[src/rtl/mips_cpu_pkg.sv]
// Shared CPU package: memory/register types plus the data-memory arbiter enums.
package mips_cpu_pkg;
  localparam int DM_ADDR_W = 10;

  typedef logic [DM_ADDR_W-1:0] dm_addr_t;
  typedef logic [31:0]          reg_t;

  localparam reg_t ZERO = 32'h0000_0000;

  typedef enum logic {NORMAL, BOOST} dm_arb_state_t;
  typedef enum logic [1:0] {OWN_NONE, OWN_CPU, OWN_LDR} dm_owner_t;
endpackage

[src/rtl/dm_arbiter.sv]
// Data-memory arbiter: CPU-priority access with a starvation boost for the loader,
// and routing of the one-cycle-late read data back to the issuing requester.
//
// state  | meaning
// NORMAL | CPU has priority; loader served only when CPU is idle
// BOOST  | loader starved too long; it wins the next cycle it requests
module dm_arbiter
  import mips_cpu_pkg::*;
#(
  parameter int STARVE_LIMIT = 4
) (
  input  logic     cpu_clk_50M,
  input  logic     cpu_rst,
  input  logic     cpu_req,
  input  logic     cpu_we,
  input  dm_addr_t cpu_addr,
  input  reg_t     cpu_wdata,
  output logic     cpu_gnt,
  output logic     cpu_rvalid,
  output reg_t     cpu_rdata,
  input  logic     ldr_req,
  input  logic     ldr_we,
  input  dm_addr_t ldr_addr,
  input  reg_t     ldr_wdata,
  output logic     ldr_gnt,
  output logic     ldr_rvalid,
  output reg_t     ldr_rdata,
  output logic     dmce,
  output logic     dmwe,
  output dm_addr_t dmaddr,
  output reg_t     dmdin,
  input  reg_t     dmdout
);
  localparam int CNT_W = $clog2(STARVE_LIMIT + 1);

  dm_arb_state_t    state_q, state_d;
  dm_owner_t        resp_owner_q, resp_owner_d;
  logic [CNT_W-1:0] starve_cnt_q, starve_cnt_d;
  logic             ldr_denied;

  always_ff @(posedge cpu_clk_50M or posedge cpu_rst) begin
    if (cpu_rst) begin
      state_q      <= NORMAL;
      resp_owner_q <= OWN_NONE;
      starve_cnt_q <= '0;
    end else begin
      state_q      <= state_d;
      resp_owner_q <= resp_owner_d;
      starve_cnt_q <= starve_cnt_d;
    end
  end

  // Grants are masked during reset so memory stays untouched while cpu_rst is high.
  always_comb begin
    cpu_gnt = 1'b0;
    ldr_gnt = 1'b0;
    if (!cpu_rst) begin
      if (state_q == BOOST) begin
        ldr_gnt = ldr_req;
        cpu_gnt = cpu_req & ~ldr_req;
      end else begin
        cpu_gnt = cpu_req;
        ldr_gnt = ldr_req & ~cpu_req;
      end
    end
  end

  always_comb begin
    dmce   = cpu_gnt | ldr_gnt;
    dmwe   = 1'b0;
    dmaddr = dm_addr_t'(ZERO);
    dmdin  = ZERO;
    if (cpu_gnt) begin
      dmwe   = cpu_we;
      dmaddr = cpu_addr;
      dmdin  = cpu_wdata;
    end else if (ldr_gnt) begin
      dmwe   = ldr_we;
      dmaddr = ldr_addr;
      dmdin  = ldr_wdata;
    end
  end

  always_comb begin
    resp_owner_d = OWN_NONE;
    if (cpu_gnt && !cpu_we)      resp_owner_d = OWN_CPU;
    else if (ldr_gnt && !ldr_we) resp_owner_d = OWN_LDR;
  end

  assign cpu_rvalid = (resp_owner_q == OWN_CPU);
  assign ldr_rvalid = (resp_owner_q == OWN_LDR);
  assign cpu_rdata  = cpu_rvalid ? dmdout : ZERO;
  assign ldr_rdata  = ldr_rvalid ? dmdout : ZERO;

  assign ldr_denied = ldr_req & ~ldr_gnt;

  always_comb begin
    starve_cnt_d = '0;
    if (ldr_denied) begin
      if (starve_cnt_q == CNT_W'(STARVE_LIMIT)) starve_cnt_d = starve_cnt_q;
      else                                      starve_cnt_d = starve_cnt_q + 1'b1;
    end
  end

  always_comb begin
    state_d = state_q;
    case (state_q)
      NORMAL: if (ldr_denied && starve_cnt_q == CNT_W'(STARVE_LIMIT - 1)) state_d = BOOST;
      BOOST:  if (ldr_gnt || !ldr_req) state_d = NORMAL;
      default: state_d = NORMAL;
    endcase
  end
endmodule

[config.mk]
export PLATFORM = sky130hd
export DESIGN_NAME = dm_arbiter
export DESIGN_NICKNAME = d
export VERILOG_FILES = /design/src/rtl/mips_cpu_pkg.sv /design/src/rtl/dm_arbiter.sv
export SDC_FILE = /design/constraint.sdc
export NUM_CORES = 1
export LEC_CHECK = 0
export ABC_AREA = 1
export CORE_AREA = 3 3 91 93
export CTS_CLUSTER_SIZE = 12
export DETAILED_ROUTE_END_ITERATION = 7
export DIE_AREA = 0 0 94 96
export PLACE_DENSITY = 0.7
export SLEW_MARGIN = 20
export SYNTH_ARGS = -nofsm -noshare
export SYNTH_HDL_FRONTEND = slang
export SYNTH_SLANG_ARGS = --single-unit
[constraint.sdc]
create_clock -name cpu_clk_50M -period 2.7 [get_ports cpu_clk_50M]
set_input_delay 0.54 -clock cpu_clk_50M [delete_from_list [all_inputs] [get_ports cpu_clk_50M]]
set_output_delay 0.54 -clock cpu_clk_50M [all_outputs]
set_load 0.02 [all_outputs]
Word-level counts from Yosys, hierarchy flattened
Cells that the tools add are included.
{"block": "classes", "multipliers": 0, "mux": 19, "n_addsub": 1, "n_eq_ne": 5, "reduce_logical": 7, "div": 0, "n_lt_le_gt_ge": 0, "bitwise_logic": 8, "shift": 0}
{"operator": "two-way mux 32 bit", "count": 4}
{"operator": "two-way mux 10 bit", "count": 2}
{"operator": "two-way mux 1 bit", "count": 8}
{"operator": "two-way mux 3 bit", "count": 2}
{"operator": "two-way mux 2 bit", "count": 2}
{"operator": "inverter 1 bit", "count": 4}
{"operator": "adder 3 x 1 -> 3 bit (second input constant)", "count": 1}
{"operator": "AND 1 bit", "count": 3}
{"operator": "equality test 3 x 2 -> 1 bit (second input constant)", "count": 1}
{"operator": "equality test 3 bit (second input constant)", "count": 1}
{"operator": "logical AND 1 bit", "count": 3}
{"operator": "logical NOT 1 bit", "count": 3}
{"operator": "equality test 2 x 1 -> 1 bit (second input constant)", "count": 1}
{"operator": "equality test 2 bit (second input constant)", "count": 1}
{"operator": "!= test 2 bit (second input constant)", "count": 1}
{"operator": "case mux 1 bit (2 select lines)", "count": 1}
{"operator": "logical OR 1 bit", "count": 1}
{"operator": "OR 1 bit", "count": 1}
{"block": "totals", "regBits": 6, "in_bits": 122, "romBits": 0, "mem_count": 0, "latchBits": 0, "ramBits": 0}

Depth between registers and ports, before layout
{"block": "logic_depth", "word_depth": 9, "mapped_depth": 7, "mapped_depth_nobuf": 7}

Worst setup path after synthesis
Ideal clock, no wire load.
{"block": "synth_path", "kind": "register to output", "startpoint": "reg resp_owner_q[1]", "endpoint": "out cpu_rdata[10]", "path_slack_ps": 845, "stages_incl_launch_ff": 5, "t_arrival_ps": 1315, "path_cell_list": "dfrtp_1 -> nor2_1 -> inv_1 -> buf_2 -> nor2_1"}
{"block": "synth_between", "elab_chain_len": 2}
{"item": "from (decl)", "line": "dm_arbiter.sv:37", "rtl": "dm_owner_t resp_owner_q, resp_owner_d;"}
{"item": "from (signal assigned)", "line": "dm_arbiter.sv:48", "rtl": "resp_owner_q <= resp_owner_d;"}
{"item": "equality test 2 x 1 -> 1 bit", "line": "dm_arbiter.sv:90", "rtl": "assign cpu_rvalid = (resp_owner_q == OWN_CPU);"}
{"item": "via cpu_rvalid", "line": "dm_arbiter.sv:19", "rtl": "output logic cpu_rvalid,"}
{"item": "two-way mux 32 bit", "line": "dm_arbiter.sv:92", "rtl": "assign cpu_rdata = cpu_rvalid ? dmdout : ZERO;"}
{"item": "to (decl)", "line": "dm_arbiter.sv:20", "rtl": "output reg_t cpu_rdata,"}
The timed path passes the listed nets, and every way through them passes these cells.

Worst setup path after layout
{"block": "layout_path", "startpoint": "in ldr_req", "endpoint": "out dmaddr[7]"}
{"block": "layout_between", "elab_chain_len": 5, "word_cells_on_any_way": 9, "classes_between": "6 x mux; 3 x bitwise"}
{"item": "from (decl)", "line": "dm_arbiter.sv:21", "rtl": "input logic ldr_req,"}
{"item": "AND 1 bit / inverter 1 bit (equally long branches)", "line": "dm_arbiter.sv:63, dm_arbiter.sv:60"}
{"item": "two-way mux 1 bit / AND 1 bit (equally long branches)", "line": "dm_arbiter.sv:58, dm_arbiter.sv:60"}
{"item": "two-way mux 1 bit (on tied branches)", "line": "dm_arbiter.sv:57, dm_arbiter.sv:58"}
{"item": "two-way mux 10 bit / two-way mux 1 bit (equally long branches)", "line": "dm_arbiter.sv:77, dm_arbiter.sv:57"}
{"item": "two-way mux 10 bit (*)", "line": "dm_arbiter.sv:73", "rtl": "if (cpu_gnt) begin"}
{"item": "to (decl)", "line": "dm_arbiter.sv:30", "rtl": "output dm_addr_t dmaddr,"}
Mark *: on every way between the ends. The rest lies on a longest branch, timed or not.

==> metrics.txt <==
Die Ht=96 um; CTS tree=yes; post-synthesis sequential area ratio=a little over a tenth; RSZ-0062 raised after global routing=false; flops & latches, synth=6; Avg Synthesized Cell Area=between 4 and 5 um2; slowest library cell on the worst path=clkdlybuf4s50_1; Final Util=50.9%; CP Class=primary input to output port; fmax=0.391 GHz; Fill cells=765; distinct cell type count after synthesis=15; nature of the critical path endpoint=output port; area taken by multi-input logic gates=821 um2; Clock Tree Root=clkbuf_8; Vias/cell=between 4 and 5; Post-Syn Instances=290; largest net degree at the start of global routing=33; Detailed Routing Iterations Pass 1=4; Die W=94 um; global-route wire length before repair=approximately 12 mm; family with the most delay on the worst path=buffers and inverters; worst-path cell chain=clkdlybuf4s50_1 > inv_1 > nor2_4 > buf_12 > nand3_1 > o21ai_1 > dlygate4sd2_1; Bufs and invs on worst path=4; ant diodes=0; Area growth, synth to finish=176%; starting density of the core=18.4%; most common cell after layout, fill and taps aside=clkdlybuf4s50_1; drt total wl=7.87 mm; vias after detailed routing=2,599; Pins Over Slew Limit=0; # DRC=0; Antenna Violating Nets Remaining=0; CTS Hold Bufs=0; Arr. time, crit path=2.02 ns; VDD IR-drop max=0.0839 mV; Post-Syn Area=1400 um2; Cell Rows=32; most frequent cells in the layout=clkdlybuf4s50_1, inv_1, nor2_1, dlygate4sd2_1, nand3_1; Clock Tree Buf Depth=2; max_slew headroom=76.8%; worst-path maximum fanout=20; hold slack=0.554 ns; PwrDens=201 nW/um2; Max Cap Viol=0; HP Class=flip-flop to flip-flop; HPWL after detailed placement=~6.7 mm; Port Buffers=around 230; clk_lat worst skew=around 0.22 ns; per-cell routed wire length=between 10 and 15 um; Iteration-0 DRC Markers=57; CTS Sinks=6; nets=645; clk slew on worst S/H paths=~0.04 ns; register area=roughly 150 um2; Syn Nets=about 420; Final Hold Viols=0; WP depth=7; clk_skew=0.000541 ns; share of cells above drive strength 1=3.28%; initial antenna violation count=0; GP Congestion=between 0.7 and 0.8; total gr overflow=0; R2R cell count=7; Worst EP required=2.16 ns; Tcrit/Tclk final=94.7%; final count of negative-setup-slack endpoints=0; IO Pins=234; htree depth=1; Ys Warns=0; hold depth=3; TritonCTS buffer count=3; All-Layer GR Usage=15.9%; outcome=finished clean; Core Box Area=7610 um2; CP max stage delay=roughly 0.52 ns; post-layout min period=2.56 ns; Pleak=around 2.0 nW; DIE AREA=9020 um2; Critical Path Start Type=primary input; worst-margin pin slew=between 0.3 and 0.4 ns; vias in the first global route=2,481
-- cell usage after synthesis --
cell type	count	area share, %
buf_2	14	5.0
buf_4	4	2.1
dfrtp_1	6	11
ha_1	3	2.7
inv_1	87	23
inv_2	1	0.27
nand2_1	12	3.2
nand2_2	1	0.45
nand3_1	44	16
nand3_2	1	0.71
nand4_1	1	0.45
nor2_1	73	20
nor2_4	1	0.80
o21ai_0	5	1.8
o21ai_1	37	13
-- power breakdown --
| part | switching [mW] | internal (mW) | total [mW] |
|---|---|---|---|
| Sequential | 0.00544 | 0.0982 | 0.104 |
| Clock | 0.0376 | 0.0957 | 0.133 |
| Combinational | 0.251 | 0.290 | 0.542 |
-- state kept, by name, summed over array words and instances, names as in the netlist --
signal / flops
resp_owner_q: 2
starve_cnt_q: 3
state_q: 1
-- what timing repair did --
action	CTS	global route
endpoints found under the hold margin	0	0
buffers inserted	0	0
gates resized for setup	45	1
setup endpoints to repair	45	1
-- stage by stage --
| stage | cells | worst slack [ns] | power, mW | setup TNS, ns | instance area (um2) |
|---|---|---|---|---|---|
| floorplan | 290 | 0.845 | 0.330 | 0 | 1400 |
| global placement | 617 | -0.105 | 0.676 | -2.29 | 3890 |
| detailed placement | 617 | -0.130 | 0.684 | -2.99 | 3890 |
| CTS | 620 | 0.0522 | 0.790 | 0 | 3870 |
| global route | 620 | 0.0629 | 0.837 | 0 | 3870 |
| finish | 620 | 0.144 | 0.779 | 0 | 3870 |
-- final timing paths --
kind | from | to | slack [ns]
max | ldr_req | dmaddr[7] | 0.14
min | starve_cnt_q[0] | starve_cnt_q[0] | 0.55
max reg2reg | state_q | starve_cnt_q[2] | 1.44
min reg2reg | starve_cnt_q[0] | starve_cnt_q[0] | 0.55
max in group asynchronous | cpu_rst | resp_owner_q[0] | 1.87
min in group asynchronous | cpu_rst | starve_cnt_q[2] | 0.72
-- worst register-to-register path: stages (launching register included) --
cell and delay (ns):
dfrtp_1 0.37, inv_1 0.06, nand2_2 0.08, buf_12 0.18, nand2_1 0.12, buf_4 0.15
nand2_1 0.11, nor2_1 0.06
-- per-layer routing --
metal  GRT usage [%]  wire length, um  share of wire (%)
met2            32.2             4120                 52
met1            15.3             2660                 34
met5               0                0                  0
met3            5.16              967                 12
met4            3.97              118                1.5
-- area by class of cell --
class                           instances  area share (%)
Clock buffer                            3            1.07
Timing Repair Buffer                  243            62.0
Inverter                               88            8.53
Tap cell                              102            3.29
Sequential cell                         6            3.88
Multi-Input combinational cell        178            21.2
-- cells by family (layout without fill, tap and decap cells) --
| group | count (synthesis) | in the layout | synth area share, % |
|---|---|---|---|
| AOI/OAI and AO/OA | 42 | 42 | 15.0 |
| adders and majority gates | 3 | 3 | 2.68 |
| buffers and inverters | 106 | 334 | 30.7 |
| DFF | 6 | 6 | 10.7 |
| and+or+nand+nor | 133 | 133 | 40.9 |
Power figures use the tool's default switching activity.
